<file path="config.mk">
export PLATFORM = sky130hd
export DESIGN_NAME = tff_updown_counter_flat
export DESIGN_NICKNAME = d
export VERILOG_FILES = /design/src/rtl/tff_updown_counter_pkg.sv /design/src/rtl/tff_updown_counter_if.sv /design/src/rtl/tff_updown_counter_cell.sv /design/src/rtl/tff_updown_counter.sv /design/src/flat_wrapper.sv
export SDC_FILE = /design/constraint.sdc
export NUM_CORES = 1
export LEC_CHECK = 0
export CORE_ASPECT_RATIO = 1.4
export CORE_MARGIN = 2
export CORE_UTILIZATION = 25
export CTS_CLUSTER_DIAMETER = 50
export DETAILED_ROUTE_END_ITERATION = 16
export MAX_ROUTING_LAYER = met4
export PLACE_DENSITY = 0.54
export RECOVER_POWER = 100
export SLEW_MARGIN = 20
export SYNTH_ARGS = -nofsm -noshare
export SYNTH_HDL_FRONTEND = slang
export SYNTH_SLANG_ARGS = --single-unit
</file>
<file path="constraint.sdc">
create_clock -name C -period 1.4 [get_ports C]
set_input_delay 0.28 -clock C [delete_from_list [all_inputs] [get_ports C]]
set_output_delay 0.28 -clock C [all_outputs]
set_load 0.02 [all_outputs]
</file>
<file path="src/rtl/tff_updown_counter_pkg.sv">
// +--------------------------------------------------------------------------+
// | tff_counter_defs : shared terminal-count constants and direction encoding |
// | Rev 1.0                                                                   |
// +--------------------------------------------------------------------------+
`default_nettype none

package tff_counter_defs;

  typedef enum logic {
    DIR_DN = 1'b0,
    DIR_UP = 1'b1
  } dir_e;

  localparam longint unsigned TERM_DN = 64'd0;

  // Up-count terminal value depends on the modulus, so it is a function.
  function automatic longint unsigned term_up(input longint unsigned mod);
    return mod - 64'd1;
  endfunction

endpackage

`default_nettype wire

</file>
<file path="src/rtl/tff_updown_counter_if.sv">
// +--------------------------------------------------------------------------+
// | tff_updown_counter_if : control, load and status bundle of the counter   |
// | Rev 1.0                                                                   |
// +--------------------------------------------------------------------------+
`default_nettype none

interface tff_updown_counter_if #(
  parameter int WIDTH = 8
);
  logic             E;
  logic             UP;
  logic             L;
  logic [WIDTH-1:0] D;
  logic [WIDTH-1:0] Q;
  logic             TC;

  modport master (output E, UP, L, D, input Q, TC);
  modport slave  (input E, UP, L, D, output Q, TC);
endinterface

`default_nettype wire

</file>
<file path="src/rtl/tff_updown_counter_cell.sv">
// +--------------------------------------------------------------------------+
// | tff_cell : one toggle flip-flop bit, Q <= Q ^ T, sync reset to INIT      |
// | Rev 1.0                                                                   |
// +--------------------------------------------------------------------------+
`default_nettype none

module tff_cell #(
  parameter logic INIT = 1'b0
) (
  input  wire logic clk,
  input  wire logic rst,
  input  wire logic i_t,
  output logic      o_q
);

  logic r_q;

  always_ff @(posedge clk) begin
    if (rst) r_q <= INIT;
    else     r_q <= r_q ^ i_t;
  end

  assign o_q = r_q;

endmodule

`default_nettype wire

</file>
<file path="src/rtl/tff_updown_counter.sv">
// +--------------------------------------------------------------------------+
// | tff_updown_counter : up/down modulo counter built from toggle bit cells  |
// | Rev 1.0                                                                   |
// +--------------------------------------------------------------------------+
`default_nettype none

module tff_updown_counter
  import tff_counter_defs::*;
#(
  parameter int              WIDTH   = 8,
  parameter longint unsigned MOD     = 64'd1 << WIDTH,
  parameter longint unsigned RST_VAL = 64'd0
) (
  input  wire logic             C,
  input  wire logic             R,
  tff_updown_counter_if.slave   bus
);

  localparam logic [WIDTH-1:0] c_term_up = WIDTH'(term_up(MOD));
  localparam logic [WIDTH-1:0] c_term_dn = WIDTH'(TERM_DN);
  localparam logic [WIDTH-1:0] c_rst_val = WIDTH'(RST_VAL);

  if (MOD < 64'd2 || MOD > (64'd1 << WIDTH)) begin : g_bad_mod
    $error("tff_updown_counter: MOD out of range 2..2**WIDTH");
  end
  if (RST_VAL >= MOD) begin : g_bad_rst
    $error("tff_updown_counter: RST_VAL must be below MOD");
  end

  logic [WIDTH-1:0] w_q;
  logic [WIDTH-1:0] w_t;
  logic [WIDTH-1:0] w_t_up;
  logic [WIDTH-1:0] w_t_dn;
  logic             w_at_top;
  logic             w_at_zero;

  // Plain-count toggles: bit i flips when all lower bits are 1 (up) or 0 (down).
  for (genvar i = 0; i < WIDTH; i++) begin : g_toggle
    localparam logic [WIDTH-1:0] c_low_mask = WIDTH'((64'd1 << i) - 64'd1);
    assign w_t_up[i] = ((w_q & c_low_mask) == c_low_mask);
    assign w_t_dn[i] = ((w_q & c_low_mask) == '0);
  end

  assign w_at_top  = (w_q == c_term_up);
  assign w_at_zero = (w_q == c_term_dn);

  // Load and modulo wrap are expressed as toggle masks Q ^ target.
  always_comb begin
    w_t = '0;
    if (bus.L) begin
      w_t = w_q ^ bus.D;
    end else if (bus.E) begin
      if (dir_e'(bus.UP) == DIR_UP) w_t = w_at_top  ? w_q               : w_t_up;
      else                          w_t = w_at_zero ? (w_q ^ c_term_up) : w_t_dn;
    end
  end

  for (genvar i = 0; i < WIDTH; i++) begin : g_bit
    tff_cell #(
      .INIT (c_rst_val[i])
    ) u_cell (
      .clk (C),
      .rst (R),
      .i_t (w_t[i]),
      .o_q (w_q[i])
    );
  end

  assign bus.Q  = w_q;
  assign bus.TC = bus.E & ~bus.L & (bus.UP ? w_at_top : w_at_zero);

endmodule

`default_nettype wire

</file>
<file path="src/flat_wrapper.sv">
// flat-port wrapper written by rule: the top's interface ports become plain ports
module tff_updown_counter_flat import tff_counter_defs::*;
#(
  parameter int              WIDTH   = 8,
  parameter longint unsigned MOD     = 64'd1 << WIDTH,
  parameter longint unsigned RST_VAL = 64'd0
)
  (C, R, bus_E, bus_UP, bus_L, bus_D, bus_Q, bus_TC);
  tff_updown_counter_if #(.WIDTH(WIDTH)) bus_i ();
  input  wire logic C;
  input  wire logic R;
  input wire logic [$bits(bus_i.E)-1:0] bus_E;
  input wire logic [$bits(bus_i.UP)-1:0] bus_UP;
  input wire logic [$bits(bus_i.L)-1:0] bus_L;
  input wire logic [$bits(bus_i.D)-1:0] bus_D;
  output wire logic [$bits(bus_i.Q)-1:0] bus_Q;
  output wire logic [$bits(bus_i.TC)-1:0] bus_TC;
  assign bus_i.E = bus_E;
  assign bus_i.UP = bus_UP;
  assign bus_i.L = bus_L;
  assign bus_i.D = bus_D;
  assign bus_Q = bus_i.Q;
  assign bus_TC = bus_i.TC;
  tff_updown_counter #(.WIDTH(WIDTH), .MOD(MOD), .RST_VAL(RST_VAL)) u_core (.C(C), .R(R), .bus(bus_i));
endmodule
</file>
==> results of run 1 <==
[cell families (layout without fill, tap and decap cells)]
| group | after synthesis | after routing | share of synthesized area |
|---|---|---|---|
| AND/OR/NAND/NOR | 23 | 23 | 0.214 |
| AO/OA/AOI/OAI | 20 | 20 | 0.240 |
| buffers and inverters | 16 | 51 | 0.154 |
| flip-flops | 8 | 8 | 0.259 |
| XOR/XNOR | 7 | 7 | 0.0990 |
| multiplexers | 2 | 2 | 0.0343 |
[timing repair]
item,4_1_cts,5_1_grt
endpoints found under the setup margin,16,7
setup buffers,4,0
pin swaps,3,5
cloned,0,0
resized for setup,34,14
[cells in the mapped netlist]
cell type	number	area (sq um)
clkbuf_1	1	3.75
a31oi_4	1	21.3
nand2_1	3	11.3
o21bai_1	1	7.51
buf_1	1	3.75
o21ai_0	3	15.0
and4_2	1	10.0
mux2i_1	1	10.0
xor2_1	2	17.5
xnor2_1	5	43.8
and3_2	1	7.51
a2bb2oi_1	1	8.76
nor3b_1	2	15.0
o21a_1	3	22.5
o211ai_1	1	7.51
buf_2	1	5.00
nor3_1	6	30.0
o221ai_1	1	8.76
dfxtp_1	8	160
and3_1	1	6.26
nor2_1	3	11.3
and4_1	1	8.76
a211oi_1	1	7.51
nor2b_1	2	12.5
a21oi_1	5	25.0
o31a_2	1	10.0
mux2_2	1	11.3
inv_1	4	15.0
nor4_1	2	12.5
o31ai_1	2	15.0
buf_4	9	67.6
or4_1	1	7.51
[per-layer routing]
metal,up-vias,part of all wire
met5,-,0
li1,337,-
met1,316,0.39
met3,2,0.035
met4,0,0.015
met2,13,0.56
[final cells by class]
cell class	instances	area [sq um]	area share
clock buffer	3	22.5	0.0212
multi-input combinational	52	454	0.428
tap	23	28.8	0.0271
sequential	8	170	0.160
timing repair buffer	44	372	0.350
inverter	4	15.0	0.0141
[where the power goes]
part / internal, mW / switching, mW / leakage [nW]
combinational: 0.168 / 0.142 / 0.363
sequential: 0.249 / 0.0225 / 0.0684
clock: 0.0985 / 0.0830 / 0.0138
total: 0.515 / 0.248 / 0.445
[per-stage QoR]
step,util,total power [mW],cells,instance area [sq um],setup TNS (ns)
after floorplan,-,0.434,76,637,-0.0132
after global placement,0.398,0.554,128,942,-4.10
after detailed placement,0.398,0.555,128,942,-4.16
after CTS,0.434,0.757,135,1030,-0.147
after global routing,0.449,0.806,134,1060,-0.348
final,0.449,0.763,134,1060,-0.206
[critical path: cells and delay by family, from the launching register on]
kind	cells	cell delay [ns]
AOI/OAI and AO/OA	1	0.14
buffers and inverters	1	0.16
DFF	1	0.33
and+or+nand+nor	2	0.37
[worst max path at each step]
stage,from,end,slack (ns),cells after the start
after floorplan,bus_UP,bus_TC,-0.01,4
after global placement,bus_UP,bus_TC,-0.91,5
after detailed placement,bus_UP,bus_TC,-0.92,5
after CTS,u_core.g_bit[0].u_cell.o_q,bus_TC,-0.14,4
after global routing,u_core.g_bit[4].u_cell.o_q,bus_TC,-0.21,4
final,u_core.g_bit[4].u_cell.o_q,bus_TC,-0.13,4
==> impl_metrics.csv, run 1 <==
group,metric,value,unit
min_path,hp-class,"reg -> reg",
layout,largest_reg_flops,8,
setup_path,critPathMaxStageDelay,0.33,ns
setup_path,r2r_cells,5,
power_and_ir_drop,ir_drop,0.277,mV
grt,grt_max_degree,15,
layout,antenna_cells,0,
synthesis,netlist_area,619,sq um
timing,finClkSkew,0.00296,ns
synthesis,synthCells,76,
floorplanning,die_w,46.1,um
timing,period_share,1.09,
layout,layout_common_cells,"18 x buf_4, 9 x clkdlybuf4s50_1, 8 x dlygate4sd2_1, 5 x xnor2_1, 5 x dfxtp_2",
route,drc,0,
min_path,hp-start,"u_core.g_bit[5].u_cell.o_q",
grt,use_met1,0.159,
outcome,outcome,"finished with violations",
place,gp_congestion,0.771,
clocking,root_buffer,"clkbuf_4",
floorplanning,ios,22,
timing,setup_slack,-0.133,ns
synthesis,syn-num-nets,89,
clocking,cts_sinks,8,
route,vias,668,
min_path,hold_depth,2,
setup_path,crit_type,"reg -> out",
power_and_ir_drop,leakagePower,0.445,nW
route,drt_iter0_markers,4,
grt,antenna_found_initial,0,
timing,finalSetupViolCount,2,
layout,fin_nets,126,
setup_path,required,1.12,ns
synthesis,ys_types,32,
timing,slew_headroom,0.834,
layout,final_common_cell,"buf_4",
grt,grt-ovfl-total,0,
clocking,clkSlewWorstSetupHoldPaths,0.06,ns
job,maxCapViolCount,0,
clocking,clock_latency,0.25,ns
floorplanning,rows,21,
setup_path,critPathSlowestCell,"dfxtp_2",
setup_path,critPathArrivalTime,1.25,ns
timing,whs,0.575,ns
place,hpwlAfterDp,1250,um
grt,grt_use_total,0.140,
floorplanning,die_h,62.9,um
power_and_ir_drop,cellPowerDensity,719,nW/um^2
floorplanning,dieArea,2900,sq um
timing,finalHoldViolCount,0,
setup_path,rrSetupSlack,-0.07,ns
route,wire_per_inst,13.3,um
setup_path,reg2reg_from,"u_core.g_bit[0].u_cell.o_q",
layout,layout-drive-gt1-share,0.495,
timing,tightest_slew,0.248,ns
setup_path,endpoint_kind,"primary output",
grt,grt_pass1_vias,687,
floorplanning,start_util,0.262,
grt,grt_first_pass_wirelength,2950,um
clocking,cts_made_buffers,3,
timing,clock.fmax,653,MHz
clocking,cts_tree,"done",
grt,grt_use_met2,0.219,
setup_path,timing.rr.end,"u_core.g_bit[6].u_cell.o_q",
min_path,hold_path_end,"u_core.g_bit[5].u_cell.o_q",
place,portBuffers,21,
setup_path,cp_cell_sequence,"nor4_2 > o211ai_1 > nor3_2 > buf_4",
synthesis,synth.ff_latch_count,8,
timing,fin_crit,1.53,ns
floorplanning,core,2360,sq um
grt,busiest_layer,"met2",
layout,fill_cells,236,
synthesis,avgSynthCellArea,8.15,sq um
route,ant_nets,0,
route,drt_first_pass_iters,4,
setup_path,crit_fanout,3,
route,vias_per_cell,4.99,
setup_path,crit_path_start_kind,"flop",
timing,finalMaxSlewViolations,0,
outcome,violations,"negative setup slack",
grt,use_met3,0.0173,
timing,rsz0062_at_grt,"yes",
route,wl,1780,um
clocking,hold_buffers,0,
clocking,htree_levels,1,
layout,syn_to_final_growth,71.5,%
place,pre_cts_ws,-0.922,ns
synthesis,yosysWarnings,0,
synthesis,yosysSeqAreaShare,0.259,
clocking,cts_buffer_depth,2,
Power figures use the tool's default switching activity.
==> run 2: changes to the inputs <==
--- a/config.mk
+++ b/config.mk
@@ -13,6 +13,7 @@
 export MAX_ROUTING_LAYER = met4
 export PLACE_DENSITY = 0.54
 export RECOVER_POWER = 100
+export SETUP_SLACK_MARGIN = 0.2
 export SLEW_MARGIN = 20
 export SYNTH_ARGS = -nofsm -noshare
 export SYNTH_HDL_FRONTEND = slang
==> run 2 against run 1 <==
The run still ends with negative setup slack left. Count of clock-buffer cells in the layout did not move. Power rose by 9.1%. Sequential power fell by 1%. First-iteration DRC count fell by 75%. Design area rose by 9.1%. Die area did not move. Via count rose by 6.3%. Routed wire length rose by 8.5%. Combinational power rose by 21%. Register-to-register slack got worse by 0.10 ns. Largest cell class unchanged.
==> impl_metrics.csv, run 2 (synthesis results as in run 1) <==
group,metric,value,unit
power_and_ir_drop,cellPowerDensity,719,nW/um^2
power_and_ir_drop,switchingPower,277,uW
timing,finalSetupViolCount,4,
layout,largest_reg_flops,8,
setup_path,endpoint_kind,"primary output",
setup_path,rrSetupSlack,-0.17,ns
power_and_ir_drop,sequentialPowerShare,0.322,
grt,use_met3,0.0260,
floorplanning,rows,21,
floorplanning,core,2360,sq um
layout,layout_common_cells,"21 x buf_4, 13 x buf_6, 9 x clkdlybuf4s50_1, 5 x xnor2_1",
layout,fin_nets,132,
floorplanning,die_h,62.9,um
clocking,cts_tree,"done",
route,drt_first_pass_iters,4,
route,drt_iter0_markers,1,
timing,period_share,1.17,
layout,antenna_cells,0,
grt,grt_use_met2,0.247,
clocking,clkSlewWorstSetupHoldPaths,0.06,ns
clocking,cts_made_buffers,3,
power_and_ir_drop,netSwitchingFraction,0.333,
grt,antenna_found_initial,0,
layout,layout-drive-gt1-share,0.573,
floorplanning,die_w,46.1,um
min_path,hp-class,"reg -> reg",
timing,finalMaxSlewViolations,0,
timing,finClkSkew,0.00551,ns
setup_path,crit_path_start_kind,"flop",
route,drc,0,
power_and_ir_drop,leakagePower,0.497,nW
grt,grt-ovfl-total,0,
power_and_ir_drop,ir_drop,0.412,mV
route,vias,710,
timing,slew_headroom,0.789,
route,vias_per_cell,5.07,
power_and_ir_drop,pwr-share-comb,0.451,
power_and_ir_drop,p_clk_frac,0.226,
grt,busiest_layer,"met2",
job,maxCapViolCount,0,
power_and_ir_drop,p_total,832,uW
layout,syn_to_final_growth,87.1,%
place,portBuffers,21,
clocking,hold_buffers,0,
clocking,htree_levels,1,
route,ant_nets,0,
timing,tightest_slew,0.315,ns
grt,grt_use_total,0.150,
timing,finalHoldViolCount,0,
clocking,cts_buffer_depth,2,
grt,grt_pass1_vias,688,
setup_path,crit_type,"reg -> out",
layout,stdcell_area,1160,sq um
grt,grt_first_pass_wirelength,3040,um
floorplanning,start_util,0.262,
grt,grt_max_degree,15,
route,wl,1930,um
timing,fin_crit,1.64,ns
route,wire_per_inst,13.8,um
clocking,clock_latency,0.27,ns
timing,setup_slack,-0.240,ns
setup_path,crit_fanout,3,
place,gp_congestion,0.778,
layout,fill_cells,235,
floorplanning,dieArea,2900,sq um
outcome,outcome,"finished with violations",
clocking,root_buffer,"clkbuf_4",
layout,final_common_cell,"buf_4",
outcome,violations,"negative setup slack",
power_and_ir_drop,intPower,555,uW
timing,clock.fmax,610,MHz
setup_path,critPathArrivalTime,1.36,ns
place,hpwlAfterDp,1270,um
place,postPlaceCellArea,956,sq um
grt,use_met1,0.155,
timing,rsz0062_at_grt,"yes",
setup_path,required,1.12,ns
floorplanning,ios,22,
clocking,cts_sinks,8,
-- run 2: changes by cell type in the layout (fill, tap and decap cells not counted), moves of 2 or more --
cell / delta
buf_6: +10
dlygate4sd2_1: -6
buf_4: +3
nor3_2: -3
clkdlybuf4s15_2: -2
nor3_4: +2
o21ai_0: -2
o21ai_2: +2
-- run 2: area by class of cell --
class	instances	area, sq um	share of cell area
inverter	4	15.0	0.0130
multi-input combinational	52	489	0.422
sequential	8	169	0.146
tap	23	28.8	0.0248
clock buffer	3	22.5	0.0194
timing repair buffer	50	434	0.375
-- run 2: repair_timing --
item                       CTS  global route
gates cloned                 0             0
pin swaps                   10             9
setup endpoints to repair   16            12
buffers inserted             6             3
gates resized for setup     74            22
-- run 2: power by group through the flow --
stage / clock (mW) / combinational, mW / sequential [mW]
4_1_cts: 0.191 / 0.336 / 0.269
3_3_place_gp: 0 / 0.287 / 0.270
6_report: 0.188 / 0.376 / 0.268
3_5_place_dp: 0 / 0.291 / 0.271
2_1_floorplan: 0 / 0.166 / 0.276
5_1_grt: 0.204 / 0.401 / 0.270
-- run 2: path summary, 6_finish.rpt --
kind | to | start | cells past startpoint
worst max-delay path | bus_TC | u_core.g_bit[1].u_cell.o_q | 4
worst min-delay path | u_core.g_bit[5].u_cell.o_q | u_core.g_bit[5].u_cell.o_q | 2
worst max register to register | u_core.g_bit[6].u_cell.o_q | u_core.g_bit[4].u_cell.o_q | 7
worst min register to register | u_core.g_bit[5].u_cell.o_q | u_core.g_bit[5].u_cell.o_q | 2
-- run 2: through the flow --
| stage | hold WS (ns) | utilization | cells | TNS, ns | worst slack (ns) |
|---|---|---|---|---|---|
| floorplan | 0.423 | - | 76 | 0 | 0.0633 |
| global placement | 0.568 | 0.404 | 128 | -4.04 | -0.927 |
| detailed placement | 0.573 | 0.404 | 128 | -4.24 | -0.934 |
| CTS | 0.569 | 0.457 | 137 | -0.263 | -0.216 |
| global route | 0.613 | 0.490 | 140 | -0.723 | -0.287 |
| finish | 0.600 | 0.490 | 140 | -0.491 | -0.240 |
-- run 2: worst max-delay path, cell delays in order, from the launching register on --
cell and delay (ns):
dfxtp_2 0.32, o21bai_1 0.27, o211ai_1 0.21, nor3_4 0.16, buf_6 0.14
-- run 2: layer usage --
layer	vias to the layer above	share of wire	wire length, um
met3	5	0.033	64
met4	0	0.032	62
met2	16	0.57	1110
met5	-	0	0
li1	349	-	-
met1	340	0.36	696
==> run 3: changes to the inputs <==
--- a/config.mk
+++ b/config.mk
@@ -11,7 +11,7 @@
 export CTS_CLUSTER_DIAMETER = 50
 export DETAILED_ROUTE_END_ITERATION = 16
 export MAX_ROUTING_LAYER = met4
-export PLACE_DENSITY = 0.54
+export PLACE_DENSITY = 0.53
 export RECOVER_POWER = 100
 export SETUP_SLACK_MARGIN = 0.2
 export SLEW_MARGIN = 20
==> constraint.sdc (replaced) <==
create_clock -name C -period 1.65 [get_ports C]
set_input_delay 0.33 -clock C [delete_from_list [all_inputs] [get_ports C]]
set_output_delay 0.33 -clock C [all_outputs]
set_load 0.02 [all_outputs]
==> run 3 against run 2 <==
Largest power group unchanged. Highest routed layer unchanged. The flow now finishes without violations. Critical path type unchanged. Via count shrank 8.5%. Global-route usage shrank 1.7 points. Clock power shrank 22%.
==> impl_metrics.csv, run 3 (synthesis results as in run 1) <==
group,metric,value,unit
outcome,outcome,"complete, no violations",
power_and_ir_drop,p_total,623,uW
floorplanning,ios,22,
setup_path,critPathBufInv,1,
place,portBuffers,21,
setup_path,required,1.32,ns
route,vias_per_cell,4.96,
setup_path,critPathMaxStageDelay,0.33,ns
setup_path,critPathSlowestCell,"dfxtp_2",
place,pre_cts_ws,-0.787,ns
route,drt_first_pass_iters,3,
power_and_ir_drop,netSwitchingFraction,0.318,
min_path,hp-class,"reg -> reg",
layout,largest_reg_flops,8,
power_and_ir_drop,sequentialPowerShare,0.369,
floorplanning,start_util,0.262,
timing,fin_crit,1.65,ns
layout,layout-drive-gt1-share,0.380,
clocking,htree_levels,1,
route,wire_per_inst,13.0,um
clocking,root_buffer,"clkbuf_4",
timing,finalHoldViolCount,0,
timing,rsz0062_at_grt,"yes",
layout,instances_no_fill,131,
floorplanning,core,2360,sq um
timing,finalMaxSlewViolations,0,
place,gp_congestion,0.851,
grt,grt_use_total,0.134,
power_and_ir_drop,ir_drop,0.353,mV
grt,grt_max_degree,15,
setup_path,crit_fanout,3,
clocking,cts_buffer_depth,2,
power_and_ir_drop,p_clk_frac,0.235,
floorplanning,rows,21,
timing,setup_slack,0.00477,ns
timing,finClkSkew,0.0183,ns
setup_path,cp_cell_sequence,"nor4_2 > o211ai_1 > nor3_4 > buf_6",
clocking,clock_latency,0.25,ns
layout,fin_nets,123,
setup_path,critPathArrivalTime,1.32,ns
route,wl,1710,um
power_and_ir_drop,pwr-share-comb,0.396,
clocking,cts_made_buffers,3,
clocking,hold_buffers,0,
place,hpwlAfterDp,1310,um
clocking,cts_tree,"done",
floorplanning,die_w,46.1,um
route,drc,0,
clocking,cts_sinks,8,
timing,finalSetupViolCount,0,
timing,tightest_slew,0.340,ns
route,drt_iter0_markers,4,
setup_path,crit_type,"reg -> out",
route,vias,650,
setup_path,endpoint_kind,"primary output",
timing,clock.fmax,608,MHz
grt,grt_pass1_vias,701,
grt,antenna_found_initial,0,
power_and_ir_drop,switchingPower,198,uW
layout,antenna_cells,0,
layout,syn_to_final_growth,63.0,%
power_and_ir_drop,cellPowerDensity,617,nW/um^2
timing,slew_headroom,0.772,
power_and_ir_drop,intPower,425,uW
place,dp_cells,127,
power_and_ir_drop,leakagePower,0.421,nW
layout,layout_common_cells,"13 x buf_4, 8 x clkdlybuf4s50_1, 7 x dlygate4sd2_1, 5 x xnor2_1, 5 x dfxtp_2",
timing,period_share,0.997,
layout,final_common_cell,"buf_4",
setup_path,critPathTopFamily,"simple AND/OR/NAND/NOR gates",
grt,grt_first_pass_wirelength,2850,um
grt,grt-ovfl-total,0,
floorplanning,dieArea,2900,sq um
floorplanning,die_h,62.9,um
job,maxCapViolCount,0,
setup_path,crit_path_start_kind,"flop",
clocking,clkSlewWorstSetupHoldPaths,0.06,ns
route,ant_nets,0,
==> run 3: cell count changes in the layout (fill, tap and decap cells not counted), moves of 2 or more <==
cell             delta
dlygate4sd2_1       +5
buf_4               -8
clkdlybuf4s25_1     +2
o21ai_2             -2
buf_6               -9
o21ai_0             +2
clkbuf_1            +2
clkbuf_2            -2
==> run 3: area by class of cell <==
class	count	area (sq um)
clock buffer	3	22.5
multi-input combinational	52	433
timing repair buffer	41	344
fill	252	1360
sequential	8	166
tap	23	28.8
inverter	4	15.0
==> run 3: per-stage QoR <==
| stage | utilization | hold WS, ns | instance area (sq um) | TNS, ns |
|---|---|---|---|---|
| 2_1_floorplan | - | 0.473 | 643 | 0 |
| 3_3_place_gp | 0.398 | 0.568 | 941 | -2.55 |
| 3_5_place_dp | 0.398 | 0.573 | 941 | -2.71 |
| 4_1_cts | 0.418 | 0.572 | 988 | -0.0556 |
| 5_1_grt | 0.427 | 0.594 | 1010 | -0.0549 |
| 6_report | 0.427 | 0.564 | 1010 | 0 |
==> run 3: repair_timing <==
action,CTS,global route
pin swaps,6,3
gates resized for setup,32,11
buffers inserted,1,0
gates cloned,0,0
setup endpoints to repair,16,7
==> run 3: per-layer routing <==
layer,share of wire,track usage,vias to the layer above,wire (um)
li1,-,-,335,-
met1,0.41,0.126,300,699
met2,0.54,0.240,13,921
met3,0.035,0.0289,2,60
met4,0.016,0.0607,0,27
met5,0,-,-,0
==> run 3: tightest hold or removal path: stages (launching register included) <==
cell,delay (ns)
dfxtp_2,0.34
buf_4,0.13
a211oi_2,0.06
==> run 3: power groups by stage <==
stage          clock network [mW]  logic [mW]  registers, mW
3_5_place_dp                    0       0.246          0.229
6_report                    0.147       0.247          0.230
2_1_floorplan                   0       0.137          0.233
5_1_grt                     0.158       0.269          0.232
4_1_cts                     0.154       0.242          0.228
3_3_place_gp                    0       0.243          0.229
==> run 3: path summary, 6_finish.rpt <==
check | cells after the start | to | from | slack, ns
setup / recovery | 4 | bus_TC | u_core.g_bit[5].u_cell.o_q | 0.005
hold / removal | 2 | u_core.g_bit[5].u_cell.o_q | u_core.g_bit[5].u_cell.o_q | 0.56
setup reg to reg | 6 | u_core.g_bit[7].u_cell.o_q | u_core.g_bit[6].u_cell.o_q | 0.22
hold reg to reg | 2 | u_core.g_bit[5].u_cell.o_q | u_core.g_bit[5].u_cell.o_q | 0.56
